## src/rtl/uart_pkg.sv

```systemverilog
// Shared types and default constants for the UART receive controller slice.
package uart_pkg;

    typedef enum logic [1:0] {
        OFF = 2'd0,
        ARM = 2'd1,
        RUN = 2'd2
    } rx_state_t;

    localparam int unsigned DEF_DATA_WIDTH = 8;
    localparam int unsigned DEF_DIV_WIDTH  = 16;
    localparam int unsigned DEF_FIFO_DEPTH = 4;
    localparam int unsigned DEF_ARM_CYCLES = 2;
    localparam int unsigned OVERSAMPLE     = 16;

endpackage

```

## src/rtl/uart_baud_gen.sv

```systemverilog
// Oversampling tick generator: one-cycle s_tick every max(divisor,1) cycles while run is high.
module uart_baud_gen
    import uart_pkg::*;
#(
    parameter int unsigned DIV_WIDTH = DEF_DIV_WIDTH
) (
    input  logic                 clk,
    input  logic                 reset,
    input  logic                 run,
    input  logic [DIV_WIDTH-1:0] divisor,
    output logic                 s_tick
);

    logic [DIV_WIDTH-1:0] cnt;
    logic [DIV_WIDTH-1:0] term;
    logic [DIV_WIDTH-1:0] term_new;
    logic                 wrap;

    always_comb begin
        term_new = (divisor == '0) ? '0 : divisor - DIV_WIDTH'(1);
        wrap     = (cnt == term);
        s_tick   = run && wrap;
    end

    // Terminal value is latched only at the wrap, so the running count can
    // never overshoot a smaller divisor written mid-period.
    always_ff @(posedge clk) begin
        if (reset) begin
            cnt  <= '0;
            term <= '0;
        end else if (!run) begin
            cnt  <= '0;
            term <= term_new;
        end else if (wrap) begin
            cnt  <= '0;
            term <= term_new;
        end else begin
            cnt  <= cnt + DIV_WIDTH'(1);
        end
    end

endmodule

```

## src/rtl/uart_rx_ctrl.sv

```systemverilog
// UART receive controller: enable sequencing, baud tick, done-edge capture into a
// small FIFO with valid/ready read side and sticky overrun.
module uart_rx_ctrl
    import uart_pkg::*;
#(
    parameter int unsigned DATA_WIDTH = DEF_DATA_WIDTH,
    parameter int unsigned DIV_WIDTH  = DEF_DIV_WIDTH,
    parameter int unsigned FIFO_DEPTH = DEF_FIFO_DEPTH,
    parameter int unsigned ARM_CYCLES = DEF_ARM_CYCLES
) (
    input  logic                          clk,
    input  logic                          reset,
    input  logic                          enable,
    input  logic [DIV_WIDTH-1:0]          divisor,
    input  logic [DATA_WIDTH-1:0]         rx_data,
    input  logic                          rx_done_tick,
    output logic                          s_tick,
    output logic                          rcv_reset_n,
    output logic [DATA_WIDTH-1:0]         m_data,
    output logic                          m_valid,
    input  logic                          m_ready,
    output logic                          overrun,
    input  logic                          clear_overrun,
    output logic [$clog2(FIFO_DEPTH):0]   fifo_level
);

    localparam int unsigned PW = $clog2(FIFO_DEPTH);
    localparam int unsigned LW = PW + 1;
    localparam int unsigned AW = (ARM_CYCLES > 1) ? $clog2(ARM_CYCLES) : 1;

    rx_state_t             state;
    rx_state_t             state_next;
    logic [AW-1:0]         arm_cnt;
    logic                  arm_done;
    logic                  run;

    logic                  done_q;
    logic                  push_evt;
    logic                  pop;
    logic                  full;
    logic                  do_push;
    logic                  drop;

    logic [DATA_WIDTH-1:0] mem [FIFO_DEPTH];
    logic [PW-1:0]         wr_ptr;
    logic [PW-1:0]         rd_ptr;
    logic [LW-1:0]         count;

    always_ff @(posedge clk) begin
        if (reset) begin
            state <= OFF;
        end else begin
            state <= state_next;
        end
    end

    always_ff @(posedge clk) begin
        if (reset || state != ARM) begin
            arm_cnt <= '0;
        end else begin
            arm_cnt <= arm_cnt + AW'(1);
        end
    end

    always_comb begin
        arm_done    = (arm_cnt == AW'(ARM_CYCLES - 1));
        state_next  = state;
        rcv_reset_n = 1'b0;
        unique case (state)
            OFF: begin
                if (enable) state_next = ARM;
            end
            ARM: begin
                if (!enable)       state_next = OFF;
                else if (arm_done) state_next = RUN;
            end
            RUN: begin
                rcv_reset_n = 1'b1;
                if (!enable) state_next = OFF;
            end
            default: state_next = OFF;
        endcase
    end

    always_comb run = (state == RUN);

    uart_baud_gen #(
        .DIV_WIDTH (DIV_WIDTH)
    ) u_baud_gen (
        .clk     (clk),
        .reset   (reset),
        .run     (run),
        .divisor (divisor),
        .s_tick  (s_tick)
    );

    // Edge history is wiped outside RUN so a level already high at entry
    // still yields one capture.
    always_ff @(posedge clk) begin
        if (reset) begin
            done_q <= 1'b0;
        end else begin
            done_q <= run ? rx_done_tick : 1'b0;
        end
    end

    always_comb begin
        m_valid  = (count != '0);
        full     = (count == LW'(FIFO_DEPTH));
        push_evt = run && rx_done_tick && !done_q;
        pop      = m_valid && m_ready;
        do_push  = push_evt && (!full || pop);
        drop     = push_evt && full && !pop;
        m_data   = m_valid ? mem[rd_ptr] : '0;
        fifo_level = count;
    end

    always_ff @(posedge clk) begin
        if (reset) begin
            wr_ptr <= '0;
            rd_ptr <= '0;
            count  <= '0;
        end else begin
            if (do_push) wr_ptr <= wr_ptr + PW'(1);
            if (pop)     rd_ptr <= rd_ptr + PW'(1);
            unique case ({do_push, pop})
                2'b10:   count <= count + LW'(1);
                2'b01:   count <= count - LW'(1);
                default: count <= count;
            endcase
        end
    end

    always_ff @(posedge clk) begin
        if (!reset && do_push) begin
            mem[wr_ptr] <= rx_data;
        end
    end

    always_ff @(posedge clk) begin
        if (reset) begin
            overrun <= 1'b0;
        end else if (drop) begin
            overrun <= 1'b1;
        end else if (clear_overrun) begin
            overrun <= 1'b0;
        end
    end

endmodule

```

## config.mk

```make
export PLATFORM = sky130hd
export DESIGN_NAME = uart_rx_ctrl
export DESIGN_NICKNAME = d
export VERILOG_FILES = /design/src/rtl/uart_pkg.sv /design/src/rtl/uart_baud_gen.sv /design/src/rtl/uart_rx_ctrl.sv
export SDC_FILE = /design/constraint.sdc
export NUM_CORES = 1
export LEC_CHECK = 0
export CORE_UTILIZATION = 30
export DETAILED_ROUTE_END_ITERATION = 8
export DONT_BUFFER_PORTS = 1
export GPL_ROUTABILITY_DRIVEN = 0
export GPL_TIMING_DRIVEN = 1
export PLACE_DENSITY = 0.51
export SYNTH_ARGS = -nofsm -noshare
export SYNTH_HDL_FRONTEND = slang
export SYNTH_HIERARCHICAL = 1
export SYNTH_SLANG_ARGS = --single-unit
```

## constraint.sdc

```tcl
create_clock -name clk -period 3.7 [get_ports clk]
set_input_delay 0.74 -clock clk [delete_from_list [all_inputs] [get_ports clk]]
set_output_delay 0.74 -clock clk [all_outputs]
set_load 0.01 [all_outputs]
```

# After elaboration in Yosys (flattened, before gate mapping)
# Memory sizes are Yosys's and may differ from the RTL's. A register that Yosys moved wholly into a read port is not among the register bits.
# Index checks and enable logic that the tools add are counted.
[totals] mem_bits_rw=32 register_bits=44 out_inout_bits=15 n_memories=1 in_bits=30 wordCells=68
[classes] n_eq_ne=11 n_mux=17 reduce_logical=22 bitwise=1 n_addsub=7
[mem_list] memory="mem" depth=4 width=8 rd=1 rd_clocked_by_memory_dff=1 wr=1 line="uart_rx_ctrl.sv:44" rtl="logic [DATA_WIDTH-1:0] mem [FIFO_DEPTH];"
[op_table] operator="16-bit 2-to-1 mux" n=3
[op_table] operator="16-bit by 1-bit adder with 16-bit output, second input constant" n=1
[op_table] operator="16-bit equality test" n=1
[op_table] operator="16-bit zero test" n=1
[op_table] operator="16-bit by 1-bit subtractor with 16-bit output, second input constant" n=1
[op_table] operator="2-bit 2-to-1 mux" n=6
[op_table] operator="1-bit logical AND" n=8
[op_table] operator="8-bit 2-to-1 mux" n=1
[op_table] operator="2-bit case mux with 3 select lines" n=1
[op_table] operator="3-bit case mux with 2 select lines" n=1
[op_table] operator="1-bit 2-to-1 mux" n=5
[op_table] operator="2-bit by 1-bit adder with 2-bit output, second input constant" n=2
[op_table] operator="2-bit by 1-bit equality test with 1-bit output, second input constant" n=2
[op_table] operator="2-bit equality test, second input constant" n=2
[op_table] operator="1-bit zero test" n=4
[op_table] operator="2-bit by 1-bit != test with 1-bit output, second input constant" n=2
[op_table] operator="2-bit != test, second input constant" n=2
[op_table] operator="2-bit nonzero test" n=2
[op_table] operator="3-bit by 1-bit adder with 3-bit output, second input constant" n=1
[op_table] operator="3-bit equality test, second input constant" n=1
[op_table] operator="3-bit != test, second input constant" n=1
[op_table] operator="3-bit AND reduction" n=1
[op_table] operator="3-bit nonzero test" n=1
[op_table] operator="3-bit OR reduction" n=1
[op_table] operator="6 further kinds" n=7

# Logic depth before layout (Yosys ltp)
# Gate-level depths: netlist of the first run.
[logic_depth] ltp_word=7 ltp_mapped=7 ltp_nobuf=7

# Hierarchy
# Netlist of the first run, hierarchy kept.
[by_module_without_submodules] mod="uart_rx_ctrl" instances=1 area_per_inst_um2=1893.1 cells_each=125 seq_area_each_um2=1241.2
[by_module_without_submodules] mod="uart_baud_gen" instances=1 area_per_inst_um2=1761.7 cells_each=195 seq_area_each_um2=640.6

# Worst setup path after synthesis of the first run
# Ideal clock, no wire load.
[synth_timing] kind="input-to-reg" from="input rx_done_tick" to="register count[2] (netlist: fifo_level[2])" setup_slack_ps=1503 t_arrival_ps=2065 t_required_ps=3568 stages=7 n_path_buf=1 setup_time_ps=132 path_cell_list="nand4bb_1 -> buf_2 -> nand3_2 -> fa_1 -> or3_1 -> a31oi_1 -> a21oi_1"
[synth_between] elab_chain_len=5 elab_cells_between_ends=7 classes_between="eq/ne (2); mux (1); reduce/logical (4)"
[synth_lines] element="from (decl)" line="uart_rx_ctrl.sv:16" rtl="input logic rx_done_tick,"
[synth_lines] element="1-bit logical AND (*) (2 in a row)" line="uart_rx_ctrl.sv:110" rtl="push_evt = run && rx_done_tick && !done_q;"
[synth_lines] element="1-bit logical AND (*)" line="uart_rx_ctrl.sv:112" rtl="do_push = push_evt && (!full || pop);"
[synth_lines] element="2-bit by 1-bit equality test with 1-bit output or 2-bit equality test (tied branches)" line="uart_rx_ctrl.sv:126" rtl="unique case ({do_push, pop})"
[synth_lines] element="3-bit case mux with 2 select lines or 2-bit nonzero test (tied branches)"
[synth_lines] element="to (signal assigned)" line="uart_rx_ctrl.sv:127" rtl="2'b10: count <= count + LW'(1);"
[synth_lines] element="to (signal assigned)" line="uart_rx_ctrl.sv:128" rtl="2'b01: count <= count - LW'(1);"
[synth_lines] element="to (signal assigned)" line="uart_rx_ctrl.sv:129" rtl="default: count <= count;"
[synth_lines] element="to (decl)" line="uart_rx_ctrl.sv:47" rtl="logic [LW-1:0] count;"
# Mark *: on every way between the ends. The rest lies on a longest branch, timed or not.
# A chain may end at the register's enable or synchronous reset.

# Worst setup path after layout of the first run
[layout_timing] from="register u_baud_gen.cnt[2]" to="output s_tick"
[layout_between] elab_chain_len=2
[layout_lines] element="from (decl)" line="uart_baud_gen.sv:14" rtl="logic [DIV_WIDTH-1:0] cnt;"
[layout_lines] element="from (signal assigned)" line="uart_baud_gen.sv:38" rtl="cnt <= cnt + DIV_WIDTH'(1);"
[layout_lines] element="16-bit equality test" line="uart_baud_gen.sv:21" rtl="wrap = (cnt == term);"
[layout_lines] element="1-bit logical AND" line="uart_baud_gen.sv:22" rtl="s_tick = run && wrap;"
[layout_lines] element="to (decl)" line="uart_rx_ctrl.sv:17" rtl="output logic s_tick,"
# Every way passes these cells.

==> results.ini, run 1 <==
[layout]
nFillCells = 1132
area_delta_synth_final_pct = 12.1
nets = 355
n_antenna_cell = 0
drive_above_1_share_pct = 11.1
fin_area_sq_um = 4100

[route]
vias = 2272
final_antenna_net_count = 0
first_iter_violations = 145
totalWireLength_mm = 6.77
drt_pass1_iterations = 4
wl_per_cell_um = 14.5
avgViaCountPerCell = 4.88
drc = 0

[synth]
synth_edf_count = 32
synth-seq-area-share_pct = 51.5
netlist-cell-type-count = 53
synth_cells = 320
ys_ff_latch = 78
syn_avg_cell_area_sq_um = 11.4
synth-main-ff-cell = dfxtp_1
async_flop_share_pct = 0
syn_nets = 357
yosys_warnings = 6
syn_area_sq_um = 3650

[floorplanning]
ios = 45
die_w_um = 112
die-area_sq_um = 12600
fp.dieH_um = 112
rows = 39
core_sq_um = 11700
initial_utilization_pct = 31.3

[placement]
place_area_sq_um = 3750
portBuffers = 0
dp_hpwl_mm = 4.82

[global_routing]
antenna_found_initial = 0
grt_pass1_wl_mm = 11.6
grt_max_degree = 37
grt_pass1_vias = 2315
overflow = 0
track_usage_pct = 11.8

[sta]
setup_viol = 0
slew_viol_final = 0
hold_viol = 0
fmax_mhz = 385
fin_crit_ns = 2.60
fin_setup_tns_ns = 0
relSlewSlack_pct = 49.7
worst_slew_pin_slew_ns = 0.753
rsz0062_at_grt = false
skew_ns = 0.00460
finalCritPeriodShare_pct = 70.2

[clock_tree]
clkTransAtPathRegs_ns = 0.06
tritoncts = yes
clkLatencyLatePin_ns = 0.33
cts_hold_buf = 0
cts_sinks = 78
cts_buffer_depth = 2
cts-root-buf = clkbuf_16
htreeDepth = 3
cts_buffers = 9
cts_setup_buffers = 0
post_cts_resize_count = 0

[job]
maxCapViolations = 0

[worst_setup_path]
rr_worst_depth = 4
required_ns = 2.96
r2r_slack_ns = 1.54
path_class = reg -> out
slowest_delay_ns = 0.52
r2r_start = state[1]$_SDFFE_PP0P_
start_kind = flip-flop
r2r_end = u_baud_gen/cnt[13]$_SDFF_PP0_
path_max_fanout = 6
cp.arrival_ns = 1.86
crit_chain = xnor2_1 > nand4_1 > nor4_2 > and2_1
cp_slowest_cell = nor4_2
worst_setup_path_end_kind = output pin

[status]
status = finished clean

[min_path]
worstHoldStart = arm_cnt$_SDFF_PP0_
hold_end = arm_cnt$_SDFF_PP0_
hold_class = reg -> reg
min_path_cells = 1

[power_and_ir_drop]
ir_drop_uv = 242
p_leak_nw = 1.26
powerDensity_nw_per_um2 = 483

==> metal layers <==
| metal | wire length (um) | track usage [%] |
|---|---|---|
| met1 | 3160 | 14.5 |
| met2 | 3160 | 19.5 |
| met3 | 356 | 3.89 |
| met4 | 96 | 4.27 |
| met5 | 0 | 0 |
==> stage by stage <==
step / utilization, % / setup slack, ns / std cells / power, W / hold slack (ns)
after floorplan: - / 1.50 / 320 / 0.000986 / 0.401
after detailed placement: 32.2 / 1.39 / 450 / 0.000992 / 0.418
after global routing: 35.1 / 0.973 / 466 / 0.00205 / 0.454
after global placement: 32.2 / 1.40 / 450 / 0.000992 / 0.407
final: 35.1 / 1.10 / 466 / 0.00198 / 0.430
after CTS: 35.1 / 1.10 / 466 / 0.00201 / 0.427
==> report_power, final <==
group / internal (W) / total (W) / switching [W] / leakage (nW)
Clock: 0.000661 / 0.00101 / 0.000346 / 0.168
Combinational: 0.0000301 / 0.0000546 / 0.0000245 / 0.432
Sequential: 0.000907 / 0.000918 / 0.0000111 / 0.663
Total: 0.00160 / 0.00198 / 0.000382 / 1.26
==> cells by family (layout without fill, tap and decap cells) <==
logic type / count (synthesis) / in the layout / synth area share, %
AO/OA/AOI/OAI: 28 / 28 / 5.99
XOR/XNOR: 41 / 41 / 9.83
adder cells (fa/ha/maj): 7 / 7 / 2.60
buffers and inverters: 24 / 27 / 3.46
flip-flops: 78 / 78 / 51.5
multiplexers: 13 / 13 / 6.37
AND/OR/NAND/NOR: 129 / 129 / 20.3
==> registers in the layout, summed over array words and instances, names as in the netlist, named ones only <==
signal / flops
mem: 32
u_baud_gen/cnt: 16
state: 2
fifo_level: 3
u_baud_gen/term: 16
rd_ptr: 2
done_q: 1
wr_ptr: 2
overrun: 1
arm_cnt: 1
==> cell usage in the layout, fill, tap and decap left out, types with 2 or more instances in the layout <==
cell type and n:
a211oi_1 2, a21oi_1 3, and2_1 13, and3_1 3, and4_1 2, bufinv_16 3, clkbuf_16 9, clkinv_4 2
dfxtp_1 46, edfxtp_1 32, ha_1 6, inv_1 10, mux2_1 2, mux2i_1 3, mux4_2 8, nand2_1 10
nand2b_1 2, nand3_1 9, nand3b_1 13, nand4_1 7, nor2_1 34, nor3_1 14, nor3b_1 2, nor4_1 4
nor4_2 2, o31a_1 2, o31ai_1 11, or3_1 2, xnor2_1 27, xor2_1 14
==> layout make-up <==
class                      instances  area, sq um  area share, %
clock buffer                       9          225           5.50
sequential                        78         1880           45.9
timing repair buffer               1         7.51          0.183
tap                              143          179           4.37
inverter                          10         37.5          0.916
clock inverter                     7          120           2.93
multi-input combinational        218         1650           40.2
==> cell usage after synthesis (2+ instances only) <==
library cell  count  area share, %
edfxtp_1         32             26
o31a_1            2           0.48
mux4_2            8            4.9
o31ai_1          11            2.3
nand3_1           9            1.2
mux2_1            2           0.62
nand2_1          10            1.0
buf_6             4            1.2
mux2i_1           3           0.82
clkbuf_1          5           0.51
nor3_1           14            1.9
a21oi_1           3           0.41
dfxtp_1          46             25
a211oi_1          2           0.41
xnor2_1          27            6.5
nor4_2            2           0.68
and3_1            3           0.51
or3_1             2           0.34
buf_2             5           0.68
ha_1              6            2.1
and2_1           13            2.2
xor2_1           14            3.4
nor4_1            4           0.68
nor2_1           34            3.5
nor3b_1           2           0.41
nand3b_1         13            2.7
inv_1            10            1.0
nand4_1           7            1.2
and4_1            2           0.48
nand2b_1          2           0.34
==> critical path: cells and delay by family (launching register included) <==
kind	cells	cell delay (ns)
XOR/XNOR	1	0.15
flip-flops	1	0.43
AND/OR/NAND/NOR	3	0.95
==> worst max-delay path by stage <==
stage	startpoint	endpoint	slack, ns	depth (start not counted)
after floorplan	rx_done_tick	fifo_level[2]$_SDFFE_PP0P_	1.50	7
after global placement	rx_done_tick	fifo_level[2]$_SDFFE_PP0P_	1.40	6
after detailed placement	rx_done_tick	mem[0][4]$_DFFE_PP_	1.39	3
after CTS	u_baud_gen/cnt[2]$_SDFF_PP0_	s_tick	1.10	4
after global routing	u_baud_gen/cnt[2]$_SDFF_PP0_	s_tick	0.97	4
final	u_baud_gen/cnt[2]$_SDFF_PP0_	s_tick	1.10	4
Note: power is estimated with default switching activity, not from simulation.
==> run 2, diff against run 1 <==
PLACE_DENSITY = 0.52   (was 0.51)
clock period = 2.3 ns   (was 3.7 ns; I/O delays follow)
==> results.ini, run 2 (synthesis results as in run 1) <==
[sta]
setup_ws_ns = 0.137  ; -0.967 ns
skew_ns = 0.00609  ; +0.00149 ns
fin_crit_ns = 2.16
fin_setup_tns_ns = 0  ; unchanged
fmax_mhz = 462
hold_viol = 0  ; unchanged
hold_ws_ns = 0.191  ; -0.239 ns
slew_viol_final = 0  ; unchanged
worst_slew_pin_slew_ns = 0.548  ; -0.205 ns
relSlewSlack_pct = 63.2  ; +13 points
setup_viol = 0  ; unchanged
finalCritPeriodShare_pct = 94.1
rsz0062_at_grt = false

[floorplanning]
rows = 39  ; unchanged
die-area_sq_um = 12600  ; unchanged
die_w_um = 112  ; unchanged
initial_utilization_pct = 31.3  ; unchanged
ios = 45  ; unchanged
fp.dieH_um = 112  ; unchanged
core_sq_um = 11700  ; unchanged

[power_and_ir_drop]
p_leak_nw = 1.29  ; +1.8%
powerDensity_nw_per_um2 = 730  ; +51%
ir_drop_uv = 289  ; +19%

[worst_setup_path]
crit_chain = xnor2_1 > nand4_1 > nor4_2 > buf_4 > and2_1
cp_top_family = simple AND/OR/NAND/NOR gates
critPathBufInv = 1  ; +1
path_class = reg -> out
rr_worst_depth = 6  ; +2
required_ns = 1.84  ; -1.12 ns
slowest_delay_ns = 0.40  ; -0.12 ns
path_max_fanout = 5  ; -1
r2r_slack_ns = 0.29  ; -1.25 ns
r2r_start = fifo_level[2]$_SDFFE_PP0P_
r2r_end = fifo_level[2]$_SDFFE_PP0P_
start_kind = flip-flop
worst_setup_path_end_kind = output pin
cp_slowest_cell = dfxtp_1
cp.arrival_ns = 1.70  ; -0.16 ns

[route]
final_antenna_net_count = 0  ; unchanged
totalWireLength_mm = 6.90  ; +1.9%
wl_per_cell_um = 14.6  ; +0.22%
drc = 0  ; unchanged
drt_pass1_iterations = 4  ; unchanged
avgViaCountPerCell = 4.84  ; -0.69%
vias = 2295  ; +1.0%
first_iter_violations = 116  ; -20%

[min_path]
min_path_cells = 1  ; unchanged
hold_end = done_q$_SDFF_PP0_
worstHoldStart = reset
hold_class = in -> reg

[global_routing]
grt_pass1_vias = 2413  ; +4.2%
grt_max_degree = 37  ; unchanged
track_usage_pct = 12.0  ; +0.18 points
grt_pass1_wl_mm = 11.6  ; +0.30%
antenna_found_initial = 0  ; unchanged
overflow = 0  ; unchanged

[job]
maxCapViolations = 0  ; unchanged

[layout]
layout_commonest_cell = dfxtp_1
n_antenna_cell = 0  ; unchanged
nets = 363  ; +2.3%
final_cells = 474  ; +1.7%
top_register = mem
mostFrequentLayoutCells = 43 x dfxtp_1, 34 x nor2_1, 32 x edfxtp_1
drive_above_1_share_pct = 14.5  ; +3.4 points
nFillCells = 1156  ; +2.1%
area_delta_synth_final_pct = 12.8
largest_reg_flops = 32  ; unchanged
reg_top3 = mem: 32 flops, u_baud_gen/cnt: 16 flops, u_baud_gen/term: 16 flops
fin_area_sq_um = 4120  ; +0.58%

[clock_tree]
clkLatencyLatePin_ns = 0.34  ; about the same
tritoncts = yes
cts-root-buf = clkbuf_16
cts_buffers = 9  ; unchanged
clkTransAtPathRegs_ns = 0.06  ; about the same
cts_buffer_depth = 2  ; unchanged
htreeDepth = 3  ; unchanged
cts_sinks = 78  ; unchanged

[status]
status = finished clean

[placement]
place_area_sq_um = 3810  ; +1.6%
place_ws_ns = 0.296  ; -1.09 ns
dp_hpwl_mm = 4.91  ; +1.9%
dp.cells = 458  ; +1.8%
portBuffers = 0  ; unchanged

[run 2: through the flow]
stage / util, % / power [W]
after floorplan: - / 0.00159
after global placement: 32.7 / 0.00160
after detailed placement: 32.7 / 0.00160
after CTS: 35.3 / 0.00306
after global routing: 35.3 / 0.00313
final: 35.3 / 0.00301
[run 2: worst max-delay path by stage]
stage / startpoint / endpoint / slack, ns / cells after the start
global route: u_baud_gen/cnt[11]$_SDFF_PP0_ / s_tick / 0.007 / 5
CTS: u_baud_gen/cnt[2]$_SDFF_PP0_ / s_tick / 0.06 / 5
finish: u_baud_gen/cnt[10]$_SDFF_PP0_ / s_tick / 0.14 / 5
detailed placement: fifo_level[2]$_SDFFE_PP0P_ / fifo_level[2]$_SDFFE_PP0P_ / 0.30 / 6
floorplan: rx_done_tick / fifo_level[2]$_SDFFE_PP0P_ / 0.38 / 7
global placement: fifo_level[2]$_SDFFE_PP0P_ / fifo_level[2]$_SDFFE_PP0P_ / 0.34 / 6
[run 2: power by group]
part	internal (W)	leakage, nW	switching [W]
combinational	0.0000503	0.473	0.0000425
sequential	0.00146	0.664	0.0000155
clock	0.000855	0.148	0.000587
[run 2: area by class of cell]
class	count	area (sq um)	area share [%]
clock buffers	9	225	5.46
clock inverters	7	80.1	1.94
inverters	10	37.5	0.911
multi-input cells	218	1650	40.0
flip-flops and latches	78	1890	45.7
well taps	143	179	4.34
repair buffers	9	67.6	1.64
[run 2: metal layers]
layer | GRT usage, % | routed length, um | vias up
met3 | 3.08 | 258 | 11
met1 | 14.4 | 3360 | 1082
li1 | - | - | 1160
met2 | 19.5 | 3140 | 42
met5 | 0 | 0 | -
met4 | 7.02 | 142 | 0
[run 2: repair_timing]
action                     4_1_cts  5_1_grt
resized for setup                0        3
hold buffers                     0        0
setup endpoints to repair        0        1
buffers inserted                 0        0
